`src/rtl/button_conditioner.sv`:
```
// Push-button front end: 2-flop synchronizer, stable-count debouncer and a
// press/auto-repeat/release event FSM for each button, all channels identical.
module button_conditioner #(
  parameter int                 N_BTN               = 4,
  parameter int                 DEBOUNCE_CYCLES     = 1_000_000,
  parameter int                 REPEAT_DELAY_CYCLES = 25_000_000,
  parameter int                 REPEAT_RATE_CYCLES  = 5_000_000,
  parameter logic [N_BTN-1:0]   REPEAT_MASK         = '1
) (
  input  logic             clk_clk,
  input  logic             reset_reset_n,
  input  logic [N_BTN-1:0] btn_raw_n,
  output logic [N_BTN-1:0] btn_level,
  output logic [N_BTN-1:0] btn_press,
  output logic [N_BTN-1:0] btn_release,
  output logic [N_BTN-1:0] btn_repeating
);

  localparam int DB_W   = $clog2(DEBOUNCE_CYCLES);
  localparam int RP_MAX = (REPEAT_DELAY_CYCLES > REPEAT_RATE_CYCLES) ?
                          REPEAT_DELAY_CYCLES : REPEAT_RATE_CYCLES;
  localparam int RP_W   = (RP_MAX > 1) ? $clog2(RP_MAX) : 1;

  localparam logic [DB_W-1:0] DB_LAST = DB_W'(DEBOUNCE_CYCLES - 1);
  localparam logic [RP_W-1:0] RD_LAST = RP_W'(REPEAT_DELAY_CYCLES - 1);
  localparam logic [RP_W-1:0] RR_LAST = RP_W'(REPEAT_RATE_CYCLES - 1);

  typedef enum logic [1:0] {
    ST_IDLE,
    ST_DELAY,
    ST_REPEAT
  } state_t;

  logic [N_BTN-1:0] r_sync1;
  logic [N_BTN-1:0] r_sync2;
  logic [N_BTN-1:0] w_sync;
  logic [N_BTN-1:0] r_stable;
  logic [DB_W-1:0]  r_db_cnt [N_BTN];
  logic [N_BTN-1:0] w_accept;
  logic [N_BTN-1:0] w_rise;
  logic [N_BTN-1:0] w_fall;

  state_t           r_state     [N_BTN];
  state_t           w_state_nxt [N_BTN];
  logic [RP_W-1:0]  r_rp_cnt    [N_BTN];
  logic [RP_W-1:0]  w_rp_nxt    [N_BTN];
  logic [N_BTN-1:0] w_press_nxt;
  logic [N_BTN-1:0] w_release_nxt;
  logic [N_BTN-1:0] r_press;
  logic [N_BTN-1:0] r_release;
  logic [N_BTN-1:0] r_repeating;

  // Synchronizer resets to "released" so a held button is a fresh press.
  always_ff @(posedge clk_clk or negedge reset_reset_n) begin
    if (!reset_reset_n) begin
      r_sync1 <= '1;
      r_sync2 <= '1;
    end else begin
      r_sync1 <= btn_raw_n;
      r_sync2 <= r_sync1;
    end
  end

  assign w_sync = ~r_sync2;

  // Edge events are decoded from the debouncer's acceptance condition so the
  // FSM reacts on the same edge that updates the stable level.
  always_comb begin
    w_accept = '0;
    for (int unsigned i = 0; i < N_BTN; i++) begin
      w_accept[i] = (w_sync[i] != r_stable[i]) && (r_db_cnt[i] == DB_LAST);
    end
    w_rise = w_accept & w_sync;
    w_fall = w_accept & ~w_sync;
  end

  always_ff @(posedge clk_clk or negedge reset_reset_n) begin
    if (!reset_reset_n) begin
      r_stable <= '0;
      for (int unsigned i = 0; i < N_BTN; i++) begin
        r_db_cnt[i] <= '0;
      end
    end else begin
      for (int unsigned i = 0; i < N_BTN; i++) begin
        if (w_sync[i] == r_stable[i]) begin
          r_db_cnt[i] <= '0;
        end else if (r_db_cnt[i] == DB_LAST) begin
          r_stable[i] <= w_sync[i];
          r_db_cnt[i] <= '0;
        end else begin
          r_db_cnt[i] <= r_db_cnt[i] + DB_W'(1);
        end
      end
    end
  end

  always_comb begin
    w_press_nxt   = '0;
    w_release_nxt = '0;
    for (int unsigned i = 0; i < N_BTN; i++) begin
      w_state_nxt[i] = r_state[i];
      w_rp_nxt[i]    = r_rp_cnt[i];
      // A release always wins over a repeat due on the same cycle.
      if (w_fall[i]) begin
        w_release_nxt[i] = 1'b1;
        w_state_nxt[i]   = ST_IDLE;
        w_rp_nxt[i]      = '0;
      end else begin
        case (r_state[i])
          ST_IDLE: begin
            if (w_rise[i]) begin
              w_press_nxt[i] = 1'b1;
              w_rp_nxt[i]    = '0;
              w_state_nxt[i] = ST_DELAY;
            end
          end
          ST_DELAY: begin
            if (r_rp_cnt[i] == RD_LAST) begin
              if (REPEAT_MASK[i]) begin
                w_press_nxt[i] = 1'b1;
                w_rp_nxt[i]    = '0;
                w_state_nxt[i] = ST_REPEAT;
              end
            end else begin
              w_rp_nxt[i] = r_rp_cnt[i] + RP_W'(1);
            end
          end
          ST_REPEAT: begin
            if (r_rp_cnt[i] == RR_LAST) begin
              w_press_nxt[i] = 1'b1;
              w_rp_nxt[i]    = '0;
            end else begin
              w_rp_nxt[i] = r_rp_cnt[i] + RP_W'(1);
            end
          end
          default: begin
            w_state_nxt[i] = ST_IDLE;
            w_rp_nxt[i]    = '0;
          end
        endcase
      end
    end
  end

  always_ff @(posedge clk_clk or negedge reset_reset_n) begin
    if (!reset_reset_n) begin
      r_press     <= '0;
      r_release   <= '0;
      r_repeating <= '0;
      for (int unsigned i = 0; i < N_BTN; i++) begin
        r_state[i]  <= ST_IDLE;
        r_rp_cnt[i] <= '0;
      end
    end else begin
      r_press   <= w_press_nxt;
      r_release <= w_release_nxt;
      for (int unsigned i = 0; i < N_BTN; i++) begin
        r_state[i]     <= w_state_nxt[i];
        r_rp_cnt[i]    <= w_rp_nxt[i];
        r_repeating[i] <= (w_state_nxt[i] == ST_REPEAT);
      end
    end
  end

  assign btn_level     = r_stable;
  assign btn_press     = r_press;
  assign btn_release   = r_release;
  assign btn_repeating = r_repeating;

endmodule

```
`config.mk`:
```
export PLATFORM = sky130hd
export DESIGN_NAME = button_conditioner
export DESIGN_NICKNAME = d
export VERILOG_FILES = /design/src/rtl/button_conditioner.sv
export SDC_FILE = /design/constraint.sdc
export NUM_CORES = 1
export LEC_CHECK = 0
export ABC_AREA = 1
export CORE_MARGIN = 10
export CORE_UTILIZATION = 58
export CTS_BUF_LIST = sky130_fd_sc_hd__clkbuf_16
export DETAILED_ROUTE_END_ITERATION = 7
export HOLD_SLACK_MARGIN = 0.1
export PLACE_DENSITY = 0.85
export SYNTH_ARGS = -nofsm -noshare
export SYNTH_HDL_FRONTEND = slang
export SYNTH_SLANG_ARGS = --single-unit
```
`constraint.sdc`:
```
create_clock -name clk_clk -period 1.6 [get_ports clk_clk]
set_input_delay 0.24 -clock clk_clk [delete_from_list [all_inputs] [get_ports clk_clk]]
set_output_delay 0.24 -clock clk_clk [all_outputs]
set_load 0.05 [all_outputs]
```
**Word-level counts from Yosys, hierarchy flattened**

Index checks and enable logic that the tools add are counted.

- Add/subtract/negate cells: 8
- Eq/ne operators: 36
- Multiplexer cells: 68
- Bitwise gates (word level): 8
- Reductions and logical operators: 12

Operators with widths:

| kind | number |
|---|---|
| $mux W25 | 16 |
| $pmux W25 S3 | 4 |
| $mux W20 | 8 |
| $add A25 B1 Y25 const B | 4 |
| $eq A25 B23 Y1 const B | 4 |
| $eq A25 B25 Y1 const B | 4 |
| $add A20 B1 Y20 const B | 4 |
| $eq A20 B20 Y1 const B | 4 |
| $mux W2 | 12 |
| $pmux W2 S3 | 4 |
| $mux W1 | 20 |
| $eq A2 B2 Y1 const B | 8 |
| $ne A3 B3 Y1 const B | 4 |
| $pmux W1 S3 | 4 |
| $and A4 B4 Y4 | 2 |
| $eq A2 B1 Y1 const B | 4 |
| $logic_not A2 Y1 | 4 |
| $not A4 Y4 | 2 |
| $reduce_and A2 Y1 | 4 |
| $eq A1 B1 Y1 | 4 |
| $logic_and A1 B1 Y1 | 4 |
| $ne A1 B1 Y1 | 4 |
| $not A1 Y1 | 4 |

- Flip-flop bits (word level): 212
- Word-level logic and storage cells: 153

**Logic depth before layout (Yosys ltp)**

- Depth in word-level cells: 8
- Gate-level depth with buffers: 13

**Worst setup path after synthesis**

No wires, ideal clock.

- Kind: flip-flop to flip-flop
- From: register r_rp_cnt[76] (netlist bit)
- To: register r_rp_cnt[87] (netlist bit)
- Setup time: 121 ps
- Arrival time: 1567 ps
- Data required time: 1479 ps
- Setup slack: -88 ps
- Stages on the path, launching flop included: 12
- Buffers on the path: 1
- Cells stage by stage: dfrtp_1 ha_1 nand2_2 nor2_4 inv_2 nor2_4 nand3_1 nand2_2 nand2_4 a21oi_4 buf_6 nor2_1

- Word-level cells in the longest chain between the ends: 4

RTL lines:

| item | RTL line | source |
|---|---|---|
| from (decl) | 45 | `logic [RP_W-1:0] r_rp_cnt [N_BTN];` |
| from (signal, indexed assignment) | 159 | `r_rp_cnt[i] <= w_rp_nxt[i];` |
| $add A25 B1 Y25, or another cell as far along | 125, 133 |  |
| $mux W25 (on tied branches) | 129, 118 |  |
| $pmux W25 S3 * | 109 | `case (r_state[i])` |
| $mux W25 * | 104 | `if (w_fall[i]) begin` |

Mark *: on every way between the ends. The rest lies on a longest branch, timed or not.
A chain may end at the register's enable or synchronous reset.

**Worst setup path in the final report**

- From: register r_rp_cnt[1] (netlist bit)
- To: register r_rp_cnt[15] (netlist bit)

The elaborated chain is that of the path after synthesis.

==> impl_metrics.ini <==
[route]
routedLengthMet1_mm = 19.6
firstDrtPassIters = 8
viasPerCell = 6.27
maxUsedRoutingLayer = met5
detailroute.wirelength.met2_mm = 26.3
drcViolationCount = 0
route.final.wire_length_mm = 56.1
met3RoutedLength_mm = 5.91
routed-via-count = 17100
first_iter_violations = 2356
drt-wirelength-per-cell_um = 20.6
drt.antenna.violating_nets = 0

[synth]
netlist_area_um2 = 13700
synth_cell_types = 44
yosysMostFrequentCell = nand2_1
synth.largest_area_cell = dfrtp_1
synth_async_sr_flop_share = 1.00
mappedNetlistNets = 2036
synth_edf_count = 0
synth_top_area_frac = 0.373
synth_top_cells_by_area = dfrtp_1 37%, nand2_1 16%, nor2_1 8.4%
postSynthCellCount = 2006
synthesis.area_per_instance_um2 = 6.82
synth-seq-area-share = 0.389
yosysWarningCount = 0
synth_commonest_cells = 592 x nand2_1, 307 x nor2_1, 273 x inv_1, 204 x dfrtp_1, 160 x nand3_1
synth_flop_cell = dfrtp_1
synthesized_flop_and_latch_total = 212

[final_layout]
antennaDiodeCount = 0
layout.core_utilization = 0.844
final.fill_count = 1115
synthToLayoutAreaGrowth_pct = 43.9
num-nets-final = 2414
post_route_cells_drive_above_1_share = 0.362

[floorplan]
dieArea_um2 = 30100
die-width_um = 174
y_dimension_of_the_die_um = 174
floorplan.core_area_um2 = 23300
io_pins = 22
placementRows = 56
initial_utilization = 0.586

[sta]
max-slew-margin-rel = 0.639
final_critical_path_setup_slack_ns = -0.432
worst_pin_slew_ns = 0.538
final-setup-viol-count = 190
worst_hold_slack_across_all_endpoints_ns = 0.106
clock_skew_ns = 0.0309
report.final.slew_viol_count = 0
maximum_clock_rate_ghz = 0.492
period_minus_slack_ns = 2.03
rsz_0062_raised_after_global_routing = yes
crit_share_post_route = 1.27
timing_hold_violations_final = 0

[clock_network]
ctsRootBufferMaster = clkbuf_16
cts_inserted_buffers = 24
cts.clk_slew.worst_paths_ns = 0.06
cts.htree.levels = 1
cts_tree = yes
clock_path_buffers = 3
clkSinkCount = 212
clkLatencyLatePin_ns = 0.56

[pwr]
power_density_nw_per_um2 = 579
vdd_drop_max_mv = 0.933
post-layout-total-power_mw = 11.4
power.leakage_nw = 9.37

[grt]
grt.total_usage = 0.262
grt_start_max_net_pins = 55
grt-ovfl-total = 0
antenna_found_initial = 1
number_of_global_route_vias_before_repair = 14700
grt_pass1_wl_mm = 68.2

[outcome]
violations = setup timing
status = finished, violations left

[worst_setup_path]
timing.setup.critical_path_class = register to register
crit_top_cell = nand2_1
crit_path_max_incr_delay_ns = 0.37
critPathLaunchType = register
timing.critical_path.slowest_stage_cell = dfrtp_1
path_max_fanout = 2
startpoint_of_the_worst_slack_reg_to_reg_timing_path = r_rp_cnt[1]
reg2reg_setup_slack_ns = -0.43
cp_data_arrival_time_ns = 2.51
critical_path.top_delay_family = simple AND/OR/NAND/NOR gates
crit_chain = buf_4 -> nand2_1 -> nor2_2 -> nand2_1 -> inv_1 -> nand2_1 -> nand2_1 -> nand2_1 -> a21oi_1 -> nand4_1 -> nand2_2
cp.required_ns = 2.08
crit_start = r_rp_cnt[1]
critPathCaptureType = register
cp_num_buf_inv = 2

[place]
placer_congestion_estimate = 0.956
place.port_buffers = 21
detailed_place_hpwl_mm = 26.6

[run]
max_cap_viol_count = 0

[min_path]
holdCritPathClass = input port to register
worst_hold_startpoint = btn_raw_n[2]
-- stage by stage --
step	setup TNS (ns)	area [µm²]	cells	setup slack [ns]
after floorplan	-0.733	13700	2006	-0.0310
after global placement	-3.79	16200	2584	-0.0942
after detailed placement	-11.23	16200	2584	-0.190
after CTS	-6.11	18000	2677	-0.131
after global routing	-49.92	19700	2721	-0.446
final	-39.09	19700	2721	-0.432
-- worst reg2reg max path, stage by stage (launching register included) --
cell and delay [ns]:
dfrtp_1 0.37, buf_4 0.14, nand2_1 0.08, nor2_2 0.19, nand2_1 0.23, inv_1 0.26, nand2_1 0.09, nand2_1 0.10
nand2_1 0.07, a21oi_1 0.14, nand4_1 0.20, nand2_2 0.10
-- report_power, final --
| group | internal [mW] | total [mW] | leakage [nW] | switching [mW] |
|---|---|---|---|---|
| sequential | 5.40 | 5.44 | 2.91 | 0.0378 |
| combinational | 0.132 | 0.401 | 6.08 | 0.268 |
| clock | 3.14 | 5.56 | 0.383 | 2.42 |
-- per-layer routing --
metal  vias up  GRT usage
li1       7096          -
met1      7936      0.322
met5         -          0
met2      1509      0.454
met3       515     0.0405
met4         2     0.0995
-- cell families after synthesis --
logic type | count (synthesis) | synth area share
buffers and inverters | 315 | 0.0931
adders and majority gates | 24 | 0.0220
and+or+nand+nor | 1282 | 0.415
DFF | 212 | 0.389
xor gates and xnor gates | 46 | 0.0295
AOI/OAI and AO/OA | 127 | 0.0518
-- cell usage in the layout, fill, tap and decap left out, types with 42 or more instances in the layout --
cell,synthesis,routed
buf_4,5,294
nand2_2,18,106
inv_1,273,243
a21oi_1,59,45
nor2_2,20,46
buf_6,6,50
nand4_1,76,76
nand3_2,12,42
dfrtp_1,204,194
nor2_4,10,57
nand2_1,592,470
nor2_1,307,234
nand3_1,160,122
-- sequential cells by signal, summed over array words and instances, names as in the netlist --
| name | flops |
|---|---|
| r_rp_cnt | 100 |
| r_db_cnt | 80 |
| r_state | 8 |
| btn_level | 4 |
| btn_press | 4 |
| btn_release | 4 |
| btn_repeating | 4 |
| r_sync1 | 4 |
| r_sync2 | 4 |
-- what timing repair did --
item | in CTS | in global routing
pin swaps | 93 | 156
endpoints found under the hold margin | 206 | 0
endpoints found under the setup margin | 147 | 184
setup buffers | 45 | 55
gates cloned | 6 | 3
hold buffers | 1 | 0
gates resized for setup | 190 | 389
-- path summary, 6_finish.rpt --
kind	end	depth (start not counted)
min in group asynchronous	r_db_cnt[4]	2
worst max-delay path	r_rp_cnt[15]	11
worst max register to register	r_rp_cnt[15]	11
max in group asynchronous	r_sync1[3]	3
worst min register to register	r_sync2[2]	0
worst min-delay path	r_sync1[2]	1
-- area by class of cell --
cell class                      instances  area (µm²)  share of cell area
Multi-Input combinational cell       1480        8720               0.443
Sequential cell                       212        5330               0.271
Timing Repair Buffer                  374        3310               0.168
Inverter                              291        1150              0.0585
Clock buffer                           25         626              0.0318
Tap cell                              319         399              0.0203
Clock inverter                         19         138             0.00699
Timing Repair inverter                  1        8.76            0.000445
Note: power is estimated with default switching activity, not from simulation.
